$ cat config.mk
export PLATFORM = sky130hd
export DESIGN_NAME = card_ram_port_flat
export DESIGN_NICKNAME = d
export VERILOG_FILES = /design/src/rtl/card_ram_if.sv /design/src/rtl/card_ram_port.sv /design/src/flat_wrapper.sv
export SDC_FILE = /design/constraint.sdc
export NUM_CORES = 1
export LEC_CHECK = 0
export BUFFER_PORTS_ARGS = -buffer_cell sky130_fd_sc_hd__buf_4
export CORE_MARGIN = 2
export CORE_UTILIZATION = 46
export DETAILED_ROUTE_END_ITERATION = 8
export PLACE_DENSITY = 0.79
export SLEW_MARGIN = 5
export SYNTH_ARGS = -nofsm -noshare
export SYNTH_HDL_FRONTEND = slang
export SYNTH_SLANG_ARGS = --single-unit
export TNS_END_PERCENT = 30
$ cat constraint.sdc
create_clock -name mclk28 -period 2 [get_ports mclk28]
set_clock_uncertainty 0.15 [all_clocks]
set_input_delay 0.2 -clock mclk28 [delete_from_list [all_inputs] [get_ports mclk28]]
set_output_delay 0.2 -clock mclk28 [all_outputs]
set_load 0.02 [all_outputs]
$ cat src/rtl/card_ram_if.sv
// Request/acknowledge port between the card RAM responder and the RAM arbiter.
interface card_ram_if #(
  parameter int ADDR_W = 18,
  parameter int DATA_W = 8
);
  logic              mem_req;
  logic              mem_wr;
  logic [ADDR_W-1:0] mem_addr;
  logic [DATA_W-1:0] mem_wdata;
  logic              mem_ack;
  logic [DATA_W-1:0] mem_rdata;

  modport master (
    output mem_req, mem_wr, mem_addr, mem_wdata,
    input  mem_ack, mem_rdata
  );

  modport slave (
    input  mem_req, mem_wr, mem_addr, mem_wdata,
    output mem_ack, mem_rdata
  );
endinterface

$ cat src/rtl/card_ram_port.sv
// Language-card RAM responder: one req/ack transaction per qualified bus strobe.
// Optional CARD_RAM_TIMEOUT_EN aborts a request that sees no mem_ack (adds tmo_err).
module card_ram_port #(
  parameter int ADDR_W     = 18,
  parameter int DATA_W     = 8,
  parameter int TMO_CYCLES = 24
) (
  input  logic              mclk28,
  input  logic              reset_in,
  input  logic              bus_stb,
  input  logic              we,
  input  logic [ADDR_W-1:0] ram_addr,
  input  logic              card_ram_rd,
  input  logic              card_ram_we,
  input  logic [DATA_W-1:0] cpu_dout,
  card_ram_if.master        mem,
  output logic [DATA_W-1:0] card_dout,
  output logic              card_oe,
  output logic              busy,
  output logic              overrun
`ifdef CARD_RAM_TIMEOUT_EN
  ,
  output logic              tmo_err
`endif
);

  typedef enum logic [1:0] {IDLE, REQ, DONE} state_t;

  state_t            state_reg, state_next;
  logic              req_reg, req_next;
  logic              wr_reg, wr_next;
  logic [ADDR_W-1:0] addr_reg, addr_next;
  logic [DATA_W-1:0] wdata_reg, wdata_next;
  logic [DATA_W-1:0] dout_reg, dout_next;
  logic              oe_reg, oe_next;
  logic              ovr_reg, ovr_next;
  logic              wr_q, rd_q;

`ifdef CARD_RAM_TIMEOUT_EN
  localparam int TMO_W = $clog2(TMO_CYCLES + 1);
  logic [TMO_W-1:0] tmo_cnt_reg, tmo_cnt_next;
  logic             tmo_err_reg, tmo_err_next;
`endif

  assign wr_q = we & card_ram_we;
  assign rd_q = ~we & card_ram_rd;

  always_ff @(posedge mclk28) begin
    if (reset_in) begin
      state_reg <= IDLE;
      req_reg   <= 1'b0;
      wr_reg    <= 1'b0;
      addr_reg  <= '0;
      wdata_reg <= '0;
      dout_reg  <= '0;
      oe_reg    <= 1'b0;
      ovr_reg   <= 1'b0;
`ifdef CARD_RAM_TIMEOUT_EN
      tmo_cnt_reg <= '0;
      tmo_err_reg <= 1'b0;
`endif
    end else begin
      state_reg <= state_next;
      req_reg   <= req_next;
      wr_reg    <= wr_next;
      addr_reg  <= addr_next;
      wdata_reg <= wdata_next;
      dout_reg  <= dout_next;
      oe_reg    <= oe_next;
      ovr_reg   <= ovr_next;
`ifdef CARD_RAM_TIMEOUT_EN
      tmo_cnt_reg <= tmo_cnt_next;
      tmo_err_reg <= tmo_err_next;
`endif
    end
  end

  always_comb begin
    state_next = state_reg;
    req_next   = req_reg;
    wr_next    = wr_reg;
    addr_next  = addr_reg;
    wdata_next = wdata_reg;
    dout_next  = dout_reg;
    oe_next    = oe_reg;
    ovr_next   = ovr_reg;
`ifdef CARD_RAM_TIMEOUT_EN
    tmo_cnt_next = tmo_cnt_reg;
    tmo_err_next = tmo_err_reg;
`endif

    case (state_reg)
      IDLE: begin
        if (bus_stb) begin
          oe_next = 1'b0;
          if (wr_q || rd_q) begin
            addr_next  = ram_addr;
            wdata_next = cpu_dout;
            wr_next    = wr_q;
            req_next   = 1'b1;
            state_next = REQ;
`ifdef CARD_RAM_TIMEOUT_EN
            tmo_cnt_next = '0;
`endif
          end
        end
      end
      REQ: begin
        if (mem.mem_ack) begin
          req_next   = 1'b0;
          state_next = DONE;
          if (!wr_reg) begin
            dout_next = mem.mem_rdata;
            oe_next   = 1'b1;
          end
`ifdef CARD_RAM_TIMEOUT_EN
        end else if (tmo_cnt_reg == TMO_W'(TMO_CYCLES - 1)) begin
          // Abort: a read returns all-ones so the CPU sees a floating-bus value.
          req_next     = 1'b0;
          state_next   = DONE;
          tmo_err_next = 1'b1;
          if (!wr_reg) begin
            dout_next = {DATA_W{1'b1}};
            oe_next   = 1'b1;
          end
        end else begin
          tmo_cnt_next = tmo_cnt_reg + 1'b1;
`endif
        end
      end
      DONE: begin
        state_next = IDLE;
      end
      default: begin
        state_next = IDLE;
        req_next   = 1'b0;
      end
    endcase

    // DONE still counts as busy, so a strobe there is an overrun too.
    if (bus_stb && (state_reg != IDLE)) begin
      ovr_next = 1'b1;
    end
  end

  assign mem.mem_req   = req_reg;
  assign mem.mem_wr    = wr_reg;
  assign mem.mem_addr  = addr_reg;
  assign mem.mem_wdata = wdata_reg;
  assign card_dout     = dout_reg;
  assign card_oe       = oe_reg;
  assign busy          = (state_reg != IDLE);
  assign overrun       = ovr_reg;
`ifdef CARD_RAM_TIMEOUT_EN
  assign tmo_err       = tmo_err_reg;
`endif

endmodule

$ cat src/flat_wrapper.sv
// flat-port wrapper written by rule: the top's interface ports become plain ports
module card_ram_port_flat 
#(
  parameter int ADDR_W     = 18,
  parameter int DATA_W     = 8,
  parameter int TMO_CYCLES = 24
)
  (mclk28, reset_in, bus_stb, we, ram_addr, card_ram_rd, card_ram_we, cpu_dout, card_dout, card_oe, busy, overrun, mem_mem_req, mem_mem_wr, mem_mem_addr, mem_mem_wdata, mem_mem_ack, mem_mem_rdata);
  card_ram_if #(.ADDR_W(ADDR_W), .DATA_W(DATA_W)) mem_i ();
  input  logic mclk28;
  input  logic reset_in;
  input  logic bus_stb;
  input  logic we;
  input  logic [ADDR_W-1:0] ram_addr;
  input  logic card_ram_rd;
  input  logic card_ram_we;
  input  logic [DATA_W-1:0] cpu_dout;
  output logic [DATA_W-1:0] card_dout;
  output logic card_oe;
  output logic busy;
  output logic overrun;
  output wire logic [$bits(mem_i.mem_req)-1:0] mem_mem_req;
  output wire logic [$bits(mem_i.mem_wr)-1:0] mem_mem_wr;
  output wire logic [$bits(mem_i.mem_addr)-1:0] mem_mem_addr;
  output wire logic [$bits(mem_i.mem_wdata)-1:0] mem_mem_wdata;
  input wire logic [$bits(mem_i.mem_ack)-1:0] mem_mem_ack;
  input wire logic [$bits(mem_i.mem_rdata)-1:0] mem_mem_rdata;
  assign mem_mem_req = mem_i.mem_req;
  assign mem_mem_wr = mem_i.mem_wr;
  assign mem_mem_addr = mem_i.mem_addr;
  assign mem_mem_wdata = mem_i.mem_wdata;
  assign mem_i.mem_ack = mem_mem_ack;
  assign mem_i.mem_rdata = mem_mem_rdata;
  card_ram_port #(.ADDR_W(ADDR_W), .DATA_W(DATA_W), .TMO_CYCLES(TMO_CYCLES)) u_core (.mclk28(mclk28), .reset_in(reset_in), .bus_stb(bus_stb), .we(we), .ram_addr(ram_addr), .card_ram_rd(card_ram_rd), .card_ram_we(card_ram_we), .cpu_dout(cpu_dout), .mem(mem_i), .card_dout(card_dout), .card_oe(card_oe), .busy(busy), .overrun(overrun));
endmodule
# Yosys cells after proc, flatten, opt, wreduce, memory -nomap -nowiden
# Index checks and enable logic that the tools add are counted.
word_totals:
  ff_bits: 40
  latchBits: 0
  ram_bits: 0
  rom_bits: 0
  input_bits: 41
  out_inout_bits: 39
  memories: 0
op_classes:
  addsub: 0
  multipliers: 0
  n_div: 0
  n_lt_le_gt_ge: 0
  eq_ne: 6
  shifts: 0
  n_mux: 12
  bitwise: 5
  n_reduce_logical: 10
ops:
  columns: ["cell", "count"]
  rows:
  - ["3-bit AND reduction", 3]
  - ["4-bit AND reduction", 2]
  - ["1-bit two-way mux", 6]
  - ["2-bit two-way mux", 3]
  - ["2-bit != test (second input constant)", 3]
  - ["2-bit case mux with 2 select lines", 1]
  - ["2-bit nonzero test", 2]
  - ["1-bit inverter", 3]
  - ["1-bit case mux with 3 select lines", 1]
  - ["1-bit bitwise AND", 2]
  - ["2-bit by 1-bit equality test with 1-bit output (second input constant)", 1]
  - ["2-bit equality test (second input constant)", 1]
  - ["2-bit zero test", 1]
  - ["2-bit by 1-bit != test with 1-bit output (second input constant)", 1]
  - ["1-bit case mux with 2 select lines", 1]
  - ["1-bit logical AND", 1]
  - ["1-bit logical OR", 1]

# Logic depth before layout (Yosys ltp)
logic_depth:
  depth_word: 6
  mapped_depth: 5
  ltp_nobuf: 3

# Least setup slack after synthesis
# OpenSTA, ideal clock, no wires.
synth_timing:
  kind: "reg2reg"
  startpoint: "register u_core.state_reg[1]"
  endpoint: "register u_core.addr_reg[0], in the netlist u_core.mem.mem_addr[0]"
  setup_time_ns: 0.072
  t_arrival_ns: 1.176
  t_required_ns: 1.778
  setup_slack_ns: 0.602
  stages_incl_launch_ff: 6
  path_buffers: 2
  synth_period_minus_slack_ns: 1.398
  cell_sequence: "dfxtp_1 > nor3b_4 > o21a_1 > buf_6 > buf_12 > mux2i_1"
synth_between:
  elab_chain_len: 2
synth_lines:
  columns: ["item", "line", "source"]
  rows:
  - ["start, declared", "card_ram_port.sv:29", "state_t state_reg, state_next;"]
  - ["start signal, assigned", "card_ram_port.sv:63", "state_reg <= state_next;"]
  - ["2-bit zero test", "card_ram_port.sv:92", "case (state_reg)"]
  - ["3-bit AND reduction (no source line)", null, null]
  - ["end signal, assigned", "card_ram_port.sv:66", "addr_reg <= addr_next;"]
  - ["end, declared", "card_ram_port.sv:32", "logic [ADDR_W-1:0] addr_reg, addr_next;"]
# Every way passes these cells.
# A chain may end at the register's enable or synchronous reset.

# Final worst setup path
layout_timing:
  startpoint: "register u_core.state_reg[1]"
  endpoint: "output port busy"
layout_between:
  elab_chain_len: 1
layout_lines:
  columns: ["item", "line", "source"]
  rows:
  - ["2-bit nonzero test", "card_ram_port.sv:152", "assign busy = (state_reg != IDLE);"]
  - ["end, declared", "flat_wrapper.sv:20", "output logic busy;"]
# Every way passes these cells.

==> out/qor.csv <==
stage,metric,value,unit
run_status,status,finished clean,
layout,max FFs per register,18,
synthesis,Mapped Area,1720,um^2
setup_path,crit path to,busy,
clocking,CTS sink count,40,
synthesis,distinct cell type count after synthesis,21,
pwr,Pwr Density,752,nW/um^2
setup_path,Worst Path Max Fanout,6,
setup_path,"Data required, critical path",1.65,ns
floorplanning,placeable core region,3630,um^2
setup_path,R2R Setup Slk,0.51,ns
route,DRC Markers,0,
setup_path,CP Cell Sequence,or2_2 -> buf_4,
route,drt first pass iters,4,
sta,"Min Clock Period, post-route",1.50,ns
layout,most frequent cells in the layout,"80 x buf_4, 52 x nand2b_1, 40 x dfxtp_1",
route,post-DR vias/cell,4.64,
route,ANT nets after route,0,
floorplanning,Chip Width,65.2,um
synthesis,#FFs+latches synth,40,
floorplanning,full die area,4250,um^2
synthesis,Post-Syn Area per Cell,10.4,um^2
sta,RSZ-0062 raised after global routing,no,
global_route,first-pass GRT wire length,5870,um
global_route,Overall Global Routing Usage,0.181,
layout,"Non-Filler Cell Area, Final",2490,um^2
run,max-cap violation count,0,
route,DRT iter0 DRCs,57,
clocking,# Post-CTS Setup Buffers,0,
clocking,Clock Tree Buf Depth,2,
layout,# diodes,0,
setup_path,Setup crit start kind,register,
route,final WL,3610,um
synthesis,syn_nets,206,
setup_path,CP peak stage delay,0.36,ns
layout,nets,288,
global_route,vias in the first global route,1308,
synthesis,post-synthesis sequential area ratio,0.465,
route,DR vias,1374,
setup_path,reg-to-reg endpoint,u_core.card_dout[0]$_SDFFE_PP0P_,
sta,setup TNS,0,ns
sta,Hold Fails Final Rpt,0,
layout,share of cells above drive strength 1,0.379,
setup_path,CP Launch Point,u_core.state_reg[1]$_SDFFE_PP0P_,
floorplanning,Die Ht,65.2,um
setup_path,Worst path slowest cell,dfxtp_1,
placement,Detail Placement HPWL,2530,um
global_route,largest net degree at the start of global routing,67,
pwr,Max VDD drop,0.502,mV
clocking,CTS tree,built,
layout,Storage cell area,801,um^2
sta,Max Fclk,666,MHz
layout,Area growth syn-to-layout,44.8,%
placement,GPL Wtd Cong,0.701,
setup_path,Crit Path Class,reg -> out,
clocking,cts bufs inserted,5,
synthesis,Cells after Synth,165,
setup_path,worst r2r path cells,3,
synthesis,yosys warns,0,
setup_path,WP data arrival,1.15,ns
floorplanning,Ports,80,
sta,"Setup violations, final",0,
route,wire per inst,12.2,um
placement,port bufs,79,
sta,Tcrit/Tclk final,0.751,
sta,Slew @ Worst Pin,0.470,ns
setup_path,R2R Path Start,u_core.state_reg[0]$_SDFFE_PP0P_,
layout,final core utilization,0.686,
min_path,Hold Path Cell Cnt,3,
clocking,CTS resizes,0,
clocking,Root Buffer,clkbuf_8,
global_route,total grt overflow,0,
pwr,Pwr Total,1.87,mW
sta,Max transition margin,0.687,
layout,Layout fillers,324,
pwr,Leak Pwr,1.08,nW
layout,multi-input logic area,833,um^2
layout,"commonest non-fill, non-tap cell in the layout",buf_4,
placement,Area after DPL,2310,um^2
clocking,"Reg clk slew, reported paths",0.08,ns
setup_path,crit path capture type,primary output,
clocking,H-tree depth,2,
global_route,initial antenna violation count,0,
sta,Slew Limit Fails,0,
floorplanning,std cell rows,22,
clocking,clk_lat worst skew,0.29,ns
floorplanning,Initial Util,0.473,
min_path,HP Class,in -> reg,
[critical path, delay by kind of cell (launching register included)]
family	cells	cell delay, ns
flip-flops	1	0.36
AND/OR/NAND/NOR	1	0.33
buffers and inverters	1	0.16
[metal layers]
layer | track usage | routed length, um
met1 | 0.208 | 1490
met2 | 0.314 | 1810
met3 | 0.0548 | 246
met4 | 0.0703 | 61
met5 | 0 | 0
[synthesized netlist by cell type]
cell type | number | area, um^2
a2111oi_0 | 1 | 8.76
a21oi_1 | 4 | 20.0
and2_1 | 1 | 6.26
and4bb_2 | 2 | 25.0
buf_12 | 2 | 40.0
buf_2 | 1 | 5.00
buf_4 | 1 | 7.51
buf_6 | 1 | 11.3
clkbuf_1 | 6 | 22.5
dfxtp_1 | 40 | 801
mux2i_1 | 34 | 340
nand2_1 | 1 | 3.75
nand2b_1 | 52 | 325
nor2_1 | 11 | 41.3
nor2b_1 | 1 | 6.26
nor3_1 | 1 | 5.00
nor3b_4 | 1 | 18.8
o21a_1 | 1 | 7.51
o21ai_0 | 2 | 10.0
or2_2 | 1 | 6.26
or3b_2 | 1 | 8.76
[worst min-delay path by stage]
stage | start | to | slack [ns]
floorplan | bus_stb | u_core.overrun$_SDFFE_PP0P_ | 0.19
global placement | mem_mem_rdata[2] | u_core.card_dout[2]$_SDFFE_PP0P_ | 0.29
detailed placement | mem_mem_rdata[5] | u_core.card_dout[5]$_SDFFE_PP0P_ | 0.30
CTS | bus_stb | u_core.overrun$_SDFFE_PP0P_ | 0.002
global route | cpu_dout[6] | u_core.mem.mem_wdata[6]$_SDFFE_PP0P_ | 0.009
finish | mem_mem_rdata[6] | u_core.card_dout[6]$_SDFFE_PP0P_ | 0.005
[kinds of logic (layout without fill, tap and decap cells)]
group	Yosys count	after routing	share of synthesized area
simple gates	72	72	0.260
flops	40	40	0.465
mux	34	34	0.198
buf+inv	11	94	0.0502
compound gates	8	8	0.0269
[metrics by stage]
stage | worst slack [ns] | instances | hold WS, ns
after floorplan | 0.602 | 165 | 0.191
after detailed placement | 0.503 | 283 | 0.298
after global placement | 0.568 | 283 | 0.290
after global routing | 0.348 | 296 | 0.00879
final | 0.498 | 296 | 0.00538
after CTS | 0.483 | 296 | 0.00183
[area by class of cell]
type | count | share of cell area
multi-input cells | 114 | 0.335
flip-flops and latches | 40 | 0.321
repair buffers | 86 | 0.269
clock buffers | 7 | 0.0387
well taps | 48 | 0.0241
clock inverters | 1 | 0.0121
[what timing repair did]
action,in CTS,in global routing
hold buffers,5,0
endpoints found under the hold margin,5,0
setup endpoints to repair,0,0
[power breakdown]
group	switching [mW]	total [mW]	internal (mW)
registers	0.0224	0.857	0.834
clock network	0.270	0.710	0.440
logic	0.137	0.307	0.169
total	0.430	1.87	1.44
No activity file was read; power rests on OpenSTA's default activity.
